File: config.mk
export PLATFORM = sky130hd
export DESIGN_NAME = gpio_pad_ctrl
export DESIGN_NICKNAME = d
export VERILOG_FILES = /design/src/rtl/gpio_pad_ctrl.sv
export SDC_FILE = /design/constraint.sdc
export NUM_CORES = 2
export LEC_CHECK = 0
export BUFFER_PORTS_ARGS = -buffer_cell sky130_fd_sc_hd__clkbuf_2
export CAP_MARGIN = 20
export CORE_MARGIN = 1.5
export CORE_UTILIZATION = 30
export DETAILED_ROUTE_END_ITERATION = 8
export GPL_TIMING_DRIVEN = 0
export RECOVER_POWER = 100
export SYNTH_ARGS = -nofsm -noshare
export SYNTH_HDL_FRONTEND = slang
export SYNTH_SLANG_ARGS = --single-unit
export TNS_END_PERCENT = 1
File: constraint.sdc
create_clock -name clk_i -period 4.2 [get_ports clk_i]
set_input_delay 0.63 -clock clk_i [delete_from_list [all_inputs] [get_ports clk_i]]
set_output_delay 0.63 -clock clk_i [all_outputs]
set_load 0.1 [all_outputs]
File: src/rtl/gpio_pad_ctrl.sv
// GPIO pad bank controller: registered pad drive/enable/pull, two-flop input
// synchroniser, per-pin debounce and edge-triggered interrupt pending bits.
module gpio_pad_ctrl #(
  parameter int NUM_PINS = 32,
  parameter int DB_WIDTH = 16
) (
  input  logic                clk_i,
  input  logic                rst_i,
  input  logic [NUM_PINS-1:0] dir_i,
  input  logic [NUM_PINS-1:0] out_i,
  input  logic [NUM_PINS-1:0] pull_en_i,
  input  logic [NUM_PINS-1:0] db_en_i,
  input  logic [DB_WIDTH-1:0] db_thresh_i,
  input  logic [NUM_PINS-1:0] int_en_i,
  input  logic [NUM_PINS-1:0] int_type_i,
  input  logic [NUM_PINS-1:0] int_clr_i,
  output logic [NUM_PINS-1:0] data_o,
  output logic [NUM_PINS-1:0] int_pend_o,
  output logic                irq_o,
  output logic [NUM_PINS-1:0] pad_i_o,
  output logic [NUM_PINS-1:0] pad_oen_o,
  output logic [NUM_PINS-1:0] pad_ren_o,
  input  logic [NUM_PINS-1:0] pad_c_i
);

  localparam logic [DB_WIDTH-1:0] CNT_ONE = DB_WIDTH'(1);

  logic [NUM_PINS-1:0] pad_i_q, pad_oen_q, pad_ren_q;
  logic [NUM_PINS-1:0] s1_q, s2_q;
  logic [NUM_PINS-1:0] stable_q, stable_d;
  logic [NUM_PINS-1:0] pend_q, pend_d;
  logic [NUM_PINS-1:0] rise, fall;
  logic                irq_q;
  logic [DB_WIDTH-1:0] cnt_q [NUM_PINS];
  logic [DB_WIDTH-1:0] cnt_d [NUM_PINS];

  // The counter only advances while the synchronised level disagrees with the
  // stable value; the >= compare lets a lowered threshold release immediately.
  always_comb begin
    stable_d = stable_q;
    for (int i = 0; i < NUM_PINS; i++) begin
      cnt_d[i] = '0;
      if (!db_en_i[i]) begin
        stable_d[i] = s2_q[i];
      end else if (s2_q[i] != stable_q[i]) begin
        if (cnt_q[i] >= db_thresh_i) begin
          stable_d[i] = s2_q[i];
        end else begin
          cnt_d[i] = cnt_q[i] + CNT_ONE;
        end
      end
    end
    rise   = stable_d & ~stable_q;
    fall   = ~stable_d & stable_q;
    pend_d = (pend_q & ~int_clr_i)
           | (int_en_i & ((int_type_i & fall) | (~int_type_i & rise)));
  end

  always_ff @(posedge clk_i) begin
    if (rst_i) begin
      pad_i_q   <= '0;
      pad_oen_q <= '1;
      pad_ren_q <= '1;
      s1_q      <= '0;
      s2_q      <= '0;
      stable_q  <= '0;
      pend_q    <= '0;
      irq_q     <= 1'b0;
      for (int i = 0; i < NUM_PINS; i++) cnt_q[i] <= '0;
    end else begin
      pad_i_q   <= out_i;
      pad_oen_q <= ~dir_i;
      pad_ren_q <= ~pull_en_i;
      s1_q      <= pad_c_i;
      s2_q      <= s1_q;
      stable_q  <= stable_d;
      pend_q    <= pend_d;
      irq_q     <= |pend_d;
      for (int i = 0; i < NUM_PINS; i++) cnt_q[i] <= cnt_d[i];
    end
  end

  assign data_o     = stable_q;
  assign int_pend_o = pend_q;
  assign irq_o      = irq_q;
  assign pad_i_o    = pad_i_q;
  assign pad_oen_o  = pad_oen_q;
  assign pad_ren_o  = pad_ren_q;

endmodule

# Word-level counts from Yosys, hierarchy flattened
# Memory sizes are Yosys's and may differ from the RTL's.
# Cells that the tools add are included.
totals:
  reg_bits: 225
  latchBits: 0
  mem_bits_rw: 512
  rom_bits: 0
  in_bits: 274
  out_inout_bits: 161
  elab_cells: 379
  mem_count: 1
memory_table:
  columns: ["memory", "words", "width", "read_ports", "rd_clocked_by_memory_dff", "wr", "line", "text"]
  rows:
  - ["cnt_q", 32, 16, 32, 0, 32, "34", "logic [DB_WIDTH-1:0] cnt_q [NUM_PINS];"]
op_classes:
  n_addsub: 32
  multipliers: 0
  n_div: 0
  magnitude_cmp: 32
  n_eq_ne: 32
  n_shift: 0
  muxes: 227
  n_bitwise: 46
  reduce_logical: 1
op_table:
  columns: ["cell", "n"]
  rows:
  - ["2-to-1 mux 16 bit", 128]
  - ["adder 16 x 1 -> 16 bit, second input constant", 32]
  - [">= comparator 16 bit", 32]
  - ["bitwise AND 32 bit", 6]
  - ["inverter 32 bit", 6]
  - ["2-to-1 mux 1 bit", 99]
  - ["OR 32 bit", 2]
  - ["inequality test 1 bit", 32]
  - ["OR 1 bit", 32]
  - ["OR reduction 32 bit", 1]

# Depth between registers and ports, before layout
depth:
  word_depth: 11
  mapped_depth: 11

# Worst setup path before layout
# No wires, ideal clock.
synth_timing:
  path_type: "input -> register"
  from: "in db_thresh_i[13]"
  to: "reg irq_q, in the netlist irq_o"
  arrival_ns: 3.182
  t_required_ns: 4.073
  path_slack_ns: 0.891
  stages: 10
  n_path_buf: 0
  cell_sequence: "inv_1 > ha_1 > a211oi_1 > nor2_1 > a2111o_1 > a311o_1 > a32oi_1 > nand4_1 > nor4_1 > a21oi_1"
synth_via:
  elab_chain_len: 11
  elab_cells_between_ends: 137
  cone_classes: "order compare: 32; mux: 96; bitwise: 8; reduce/logical: 1"
synth_rtl:
  columns: ["element", "line", "text"]
  rows:
  - ["start, declared", "13", "input logic [DB_WIDTH-1:0] db_thresh_i,"]
  - [">= comparator 16 bit", "46", "if (cnt_q[i] >= db_thresh_i) begin"]
  - ["2-to-1 mux 1 bit", "46", null]
  - ["2-to-1 mux 1 bit", "45", "end else if (s2_q[i] != stable_q[i]) begin"]
  - ["2-to-1 mux 1 bit", "43", "if (!db_en_i[i]) begin"]
  - ["inverter 32 bit", "54", "fall = ~stable_d & stable_q;"]
  - ["bitwise AND 32 bit", "54", null]
  - ["bitwise AND 32 bit", "56", "| (int_en_i & ((int_type_i & fall) | (~int_type_i & rise)));"]
  - ["OR 32 bit (*)", "56", null]
  - ["bitwise AND 32 bit (*)", "56", null]
  - ["OR 32 bit (*)", "56", null]
  - ["OR reduction 32 bit (*)", "78", "irq_q <= |pend_d;"]
  - ["end signal, assigned", "78", null]
  - ["end, declared", "33", "logic irq_q;"]
# Every way passes the cells marked *; elsewhere a longest branch is shown, timed or not.
# A chain may end at the register's enable or synchronous reset.

# Worst setup path after layout
layout_timing:
  from: "in db_thresh_i[9]"
  to: "reg irq_q, in the netlist irq_o"
# Same word-level chain as after synthesis.

==> reports/summary.md <==
Summed over all nets, the half-perimeter wirelength after detailed placement is 90990 um. Routability-driven placement finished with a final weighted congestion of 0.8861. Data arrives at the worst endpoint at 4.65 ns. Setup violations remaining at the end of the flow were counted as 0. The overall die area is 0.1336 mm^2, and the design area is 0.04684 mm^2.

The detailed router finished its first iteration with 1893 violations. Final hold analysis gives a worst-case slack of 0.08121 ns. Setup repair after global routing left no endpoint under its margin. The number of placed instances, taps included, is 6608. For the post-route core utilization, the log shows 0.3603. The switching power was 4.530 mW; the internal power of the cells was 12.27 mW.

The starting density of the core was 0.3033; the routed length per instance was 18.47 um. The clock reaches the later pin of the worst-skew pair after 0.70 ns. The number of I/O pins was 435; the routed wire length was 125100 um. For this run the aggregate overflow at the end of global routing stands at 0. The number of max-slew violations in the final report was 71; the number of enable flip-flop cells after synthesis was 0. Counting the buffers created by CTS gives 89.

For the total number of nets in the final design, the log shows 5776. The first global-routing pass estimated 185600 um of wire. The tools report the total cell area at the placement stage as 0.04418 mm^2. The run gives 0.481 as the relative contribution of the clock network to total power. The net count of the mapped netlist is 5227. The count of buffers from port buffering is 434. The design draws 16.80 mW. The worst register-to-register path has a depth of 11. Summing every instance area after synthesis gives 0.03942 mm^2.

The tool flagged a number of max-cap violations equal to 7. Once detail routing completed, the nets flagged for antenna violations numbered 0. The measured slew at the worst slew-check pin is 1.911 ns, and the setup slack of the most critical reg-to-reg path is 0.37 ns. The ratio of cells with drive above 1 in the final layout works out to 0.09386. End of the worst register-to-register path: irq_o$_SDFF_PP0_.

The tools report the number of global-route vias before repair as 31140. Walking the worst path, the cells encountered are clkbuf_1 -> inv_4 -> ha_1 -> a21oi_1 -> o21ai_0 -> a2111oi_0 -> a31oi_1 -> nor4_2 -> nand4_1 -> nor4_2 -> buf_4 -> a21oi_1. Counting distinct cell types in the post-synthesis netlist gives 64. The path class of the tightest hold or removal check is input port to flip-flop.

The sequential cell area fraction in the yosys report came out at 0.3742. For this run, the leading register cell type out of synthesis is sky130_fd_sc_hd__dfxtp_1. The routed layout has 32916 vias. The pin count of the biggest net entering global routing is 33.

The height of the die was 365.5 um; the standard-cell row count was 132. The gate count of the mapped netlist came out at 4409. The run finished, with violations left.

For the maximum clock path buffer count, the log shows 3. The number of iterations in the first detailed-routing pass was 5. The initial antenna violation count is 20, and the clock period minus worst slack is 4.092 ns. The portion of the clock cycle consumed by the worst path in the final layout works out to 0.9744. Dividing the detail-routed via count by the number of cells gives 4.858. The switching share of total power was 0.2696; the overall die width was 365.5 um.

Leaving out filler cells and counting taps, the final layout contains 6776. The kind of end point of the critical path is a flip-flop. Class of the most critical setup path: input port to flip-flop. For this design the ratio of total power to cell area is 358.7 mW/mm^2. Critical-path cell with the highest stage delay: sky130_fd_sc_hd__inv_4. The critical path launch point type is an input port.

In this run the worst setup path terminates at irq_o$_SDFF_PP0_. After synthesis the netlist holds a flip-flop and latch count of 737. Dividing the synthesized area by the synthesized cell count gives 8.942 um^2. The clock drives 737 sinks.

On the final layout, the worst clock skew is 0.04411 ns. Total global routing track utilization: 0.1843. The run gives 0.093 as the part of the total power dissipated in combinational logic. TritonCTS built the clock tree. The most critical setup path has its startpoint at db_thresh_i[9]. For this run, design rule violations remaining after detail routing come to 0. The number of hold violations in the final report was 0.

The maximum clock rate came out at 0.2444 GHz. The highest net fanout along the worst path was 32; the H-tree depth was 3. For the fraction of power consumed by sequential logic, the log shows 0.426. The checks that failed: max-capacitance violations, max-slew violations. In this run the static leakage power is 18.68 nW. During synthesis, Yosys emitted a total of 0 warnings. The area growth from synthesis to layout is 18.80%. The required time of the critical path is 4.76 ns. The max-slew headroom at the worst pin is -0.2741, and the area of the placeable core is 0.1300 mm^2. Startpoint of the most critical register-to-register path: cnt_q[0][240]$_SDFF_PP0_. The tools report the clock tree root driver cell as sky130_fd_sc_hd__clkbuf_16.

The worst-case IR drop observed on VDD is 0.3092 mV. Clock-pin slew was measured on the worst setup and hold paths at 0.06 ns. The largest stage delay on the critical path was 0.60 ns; the async set-or-reset flop fraction in the synthesized netlist was 0.
## worst min-delay path by stage
stage	depth (start not counted)	endpoint	slack, ns	start
6_report	2	pad_oen_o[6]$_SDFF_PP1_	0.08	dir_i[6]
5_1_grt	2	pad_ren_o[11]$_SDFF_PP1_	0.05	pull_en_i[11]
4_1_cts	2	pad_oen_o[19]$_SDFF_PP1_	0.02	dir_i[19]
3_5_place_dp	1	s2_q[15]$_SDFF_PP0_	0.42	s1_q[15]$_SDFF_PP0_
3_3_place_gp	1	s2_q[27]$_SDFF_PP0_	0.42	s1_q[27]$_SDFF_PP0_
2_1_floorplan	1	s2_q[0]$_SDFF_PP0_	0.41	s1_q[0]$_SDFF_PP0_
## power by group through the flow
stage	clock network, mW	registers (mW)	logic, mW
2_1_floorplan	0	7.74	0.518
3_3_place_gp	0	7.31	1.54
3_5_place_dp	0	7.31	1.60
4_1_cts	8.29	7.16	1.61
5_1_grt	8.52	7.16	1.67
6_report	8.08	7.16	1.56
## registers in the layout (all words and copies together), names as in the netlist, 32 cells and up
| register | flops |
|---|---|
| s2_q | 32 |
| data_o | 32 |
| pad_oen_o | 32 |
| cnt_q | 512 |
| pad_i_o | 32 |
| int_pend_o | 32 |
| pad_ren_o | 32 |
| s1_q | 32 |
## cells by family after synthesis
| group | count (synthesis) | synth area share |
|---|---|---|
| AO/OA/AOI/OAI | 502 | 0.08239 |
| XOR/XNOR | 479 | 0.1064 |
| adder cells (fa/ha/maj) | 544 | 0.1726 |
| buffers and inverters | 249 | 0.02637 |
| flip-flops | 737 | 0.3742 |
| multiplexers | 32 | 0.008125 |
| AND/OR/NAND/NOR | 1866 | 0.2298 |
## critical path: cells and delay by family
family	cells	cell delay (ns)
simple gates	3	1.19
buf+inv	3	0.93
fa+ha+maj	1	0.38
compound gates	5	1.43
## routing by layer
metal,GRT usage,wire length [um],vias to the layer above
met3,0.04015,9217,191
met2,0.2972,55730,916
li1,-,-,16379
met5,0,63,-
met1,0.2451,56740,15422
met4,0.05451,3379,8
## cell usage in the layout (no fill, tap or decap), types with 7 or more instances in the layout
master,synthesis,layout
sky130_fd_sc_hd__nand2_1,228,228
sky130_fd_sc_hd__clkbuf_8,0,18
sky130_fd_sc_hd__ha_1,544,544
sky130_fd_sc_hd__nand3_1,244,244
sky130_fd_sc_hd__o211ai_1,12,12
sky130_fd_sc_hd__bufinv_16,0,8
sky130_fd_sc_hd__nand4_1,124,124
sky130_fd_sc_hd__a31oi_1,22,22
sky130_fd_sc_hd__or3_1,37,37
sky130_fd_sc_hd__clkbuf_1,61,279
sky130_fd_sc_hd__a211oi_1,49,49
sky130_fd_sc_hd__clkbuf_16,0,90
sky130_fd_sc_hd__xnor2_1,240,240
sky130_fd_sc_hd__inv_4,0,8
sky130_fd_sc_hd__nor3_1,27,27
sky130_fd_sc_hd__o21a_1,22,22
sky130_fd_sc_hd__and3_1,89,89
sky130_fd_sc_hd__clkbuf_2,3,270
sky130_fd_sc_hd__nand2b_1,119,121
sky130_fd_sc_hd__mux2i_1,32,32
sky130_fd_sc_hd__clkinv_2,0,17
sky130_fd_sc_hd__a2111o_1,9,9
sky130_fd_sc_hd__dfxtp_1,737,737
sky130_fd_sc_hd__a21o_1,32,32
sky130_fd_sc_hd__a21oi_1,146,146
sky130_fd_sc_hd__nor2_4,8,8
sky130_fd_sc_hd__inv_2,0,7
sky130_fd_sc_hd__inv_1,155,140
sky130_fd_sc_hd__and4_1,31,31
sky130_fd_sc_hd__a2111oi_0,18,17
sky130_fd_sc_hd__nor2_1,752,752
sky130_fd_sc_hd__nor2b_1,162,162
sky130_fd_sc_hd__xor2_1,239,239
sky130_fd_sc_hd__o21ai_0,116,118
sky130_fd_sc_hd__buf_12,0,7
sky130_fd_sc_hd__a211o_1,9,9
sky130_fd_sc_hd__nand3b_1,9,9
sky130_fd_sc_hd__o22ai_1,10,10
## cell usage after synthesis (9+ instances only)
library cell	number	area [um^2]
sky130_fd_sc_hd__nand2_1	228	855.8
sky130_fd_sc_hd__xnor2_1	240	2102
sky130_fd_sc_hd__a211o_1	9	78.83
sky130_fd_sc_hd__a2111oi_0	18	157.7
sky130_fd_sc_hd__and2_1	9	56.30
sky130_fd_sc_hd__a31oi_1	22	137.6
sky130_fd_sc_hd__mux2i_1	32	320.3
sky130_fd_sc_hd__nor3_1	27	135.1
sky130_fd_sc_hd__o22ai_1	10	62.56
sky130_fd_sc_hd__nor2_1	752	2823
sky130_fd_sc_hd__xor2_1	239	2093
sky130_fd_sc_hd__clkbuf_1	61	229.0
sky130_fd_sc_hd__and3_1	89	556.8
sky130_fd_sc_hd__nand4_1	124	775.7
sky130_fd_sc_hd__ha_1	544	6807
sky130_fd_sc_hd__inv_1	155	581.8
sky130_fd_sc_hd__buf_2	18	90.09
sky130_fd_sc_hd__o21a_1	22	165.2
sky130_fd_sc_hd__and4_1	31	271.5
sky130_fd_sc_hd__nand2b_1	119	744.5
sky130_fd_sc_hd__o21ai_0	116	580.6
sky130_fd_sc_hd__or3_1	37	231.5
sky130_fd_sc_hd__nor2b_1	162	1013
sky130_fd_sc_hd__a211oi_1	49	367.9
sky130_fd_sc_hd__nand3_1	244	1221
sky130_fd_sc_hd__buf_6	9	101.4
sky130_fd_sc_hd__o211ai_1	12	90.09
sky130_fd_sc_hd__a21oi_1	146	730.7
sky130_fd_sc_hd__dfxtp_1	737	14750
sky130_fd_sc_hd__a2111o_1	9	101.4
sky130_fd_sc_hd__a21o_1	32	240.2
sky130_fd_sc_hd__nand3b_1	9	67.56
## per-stage QoR
step           TNS, ns  setup slack, ns
6_report             0           0.1077
5_1_grt              0         0.007128
4_1_cts              0           0.1290
3_5_place_dp   -0.9351          -0.9351
3_3_place_gp   -451.66           -4.088
2_1_floorplan        0           0.8914
## timing repair
item	CTS	global route
setup buffers	0	0
setup endpoints to repair	1	0
gates resized for setup	2	0
hold buffers	0	0
## area by class of cell
class	instances	area, um^2
Buffer	94	355.3
Antenna cell	5	12.51
Tap cell	1742	2180
Clock inverter	37	490.5
Fill cell	13423	83140
Sequential cell	737	14750
Multi-Input combinational cell	3423	23620
Timing Repair Buffer	458	2261
Clock buffer	125	2564
Inverter	155	601.8
(Power assumes the default switching activity.)
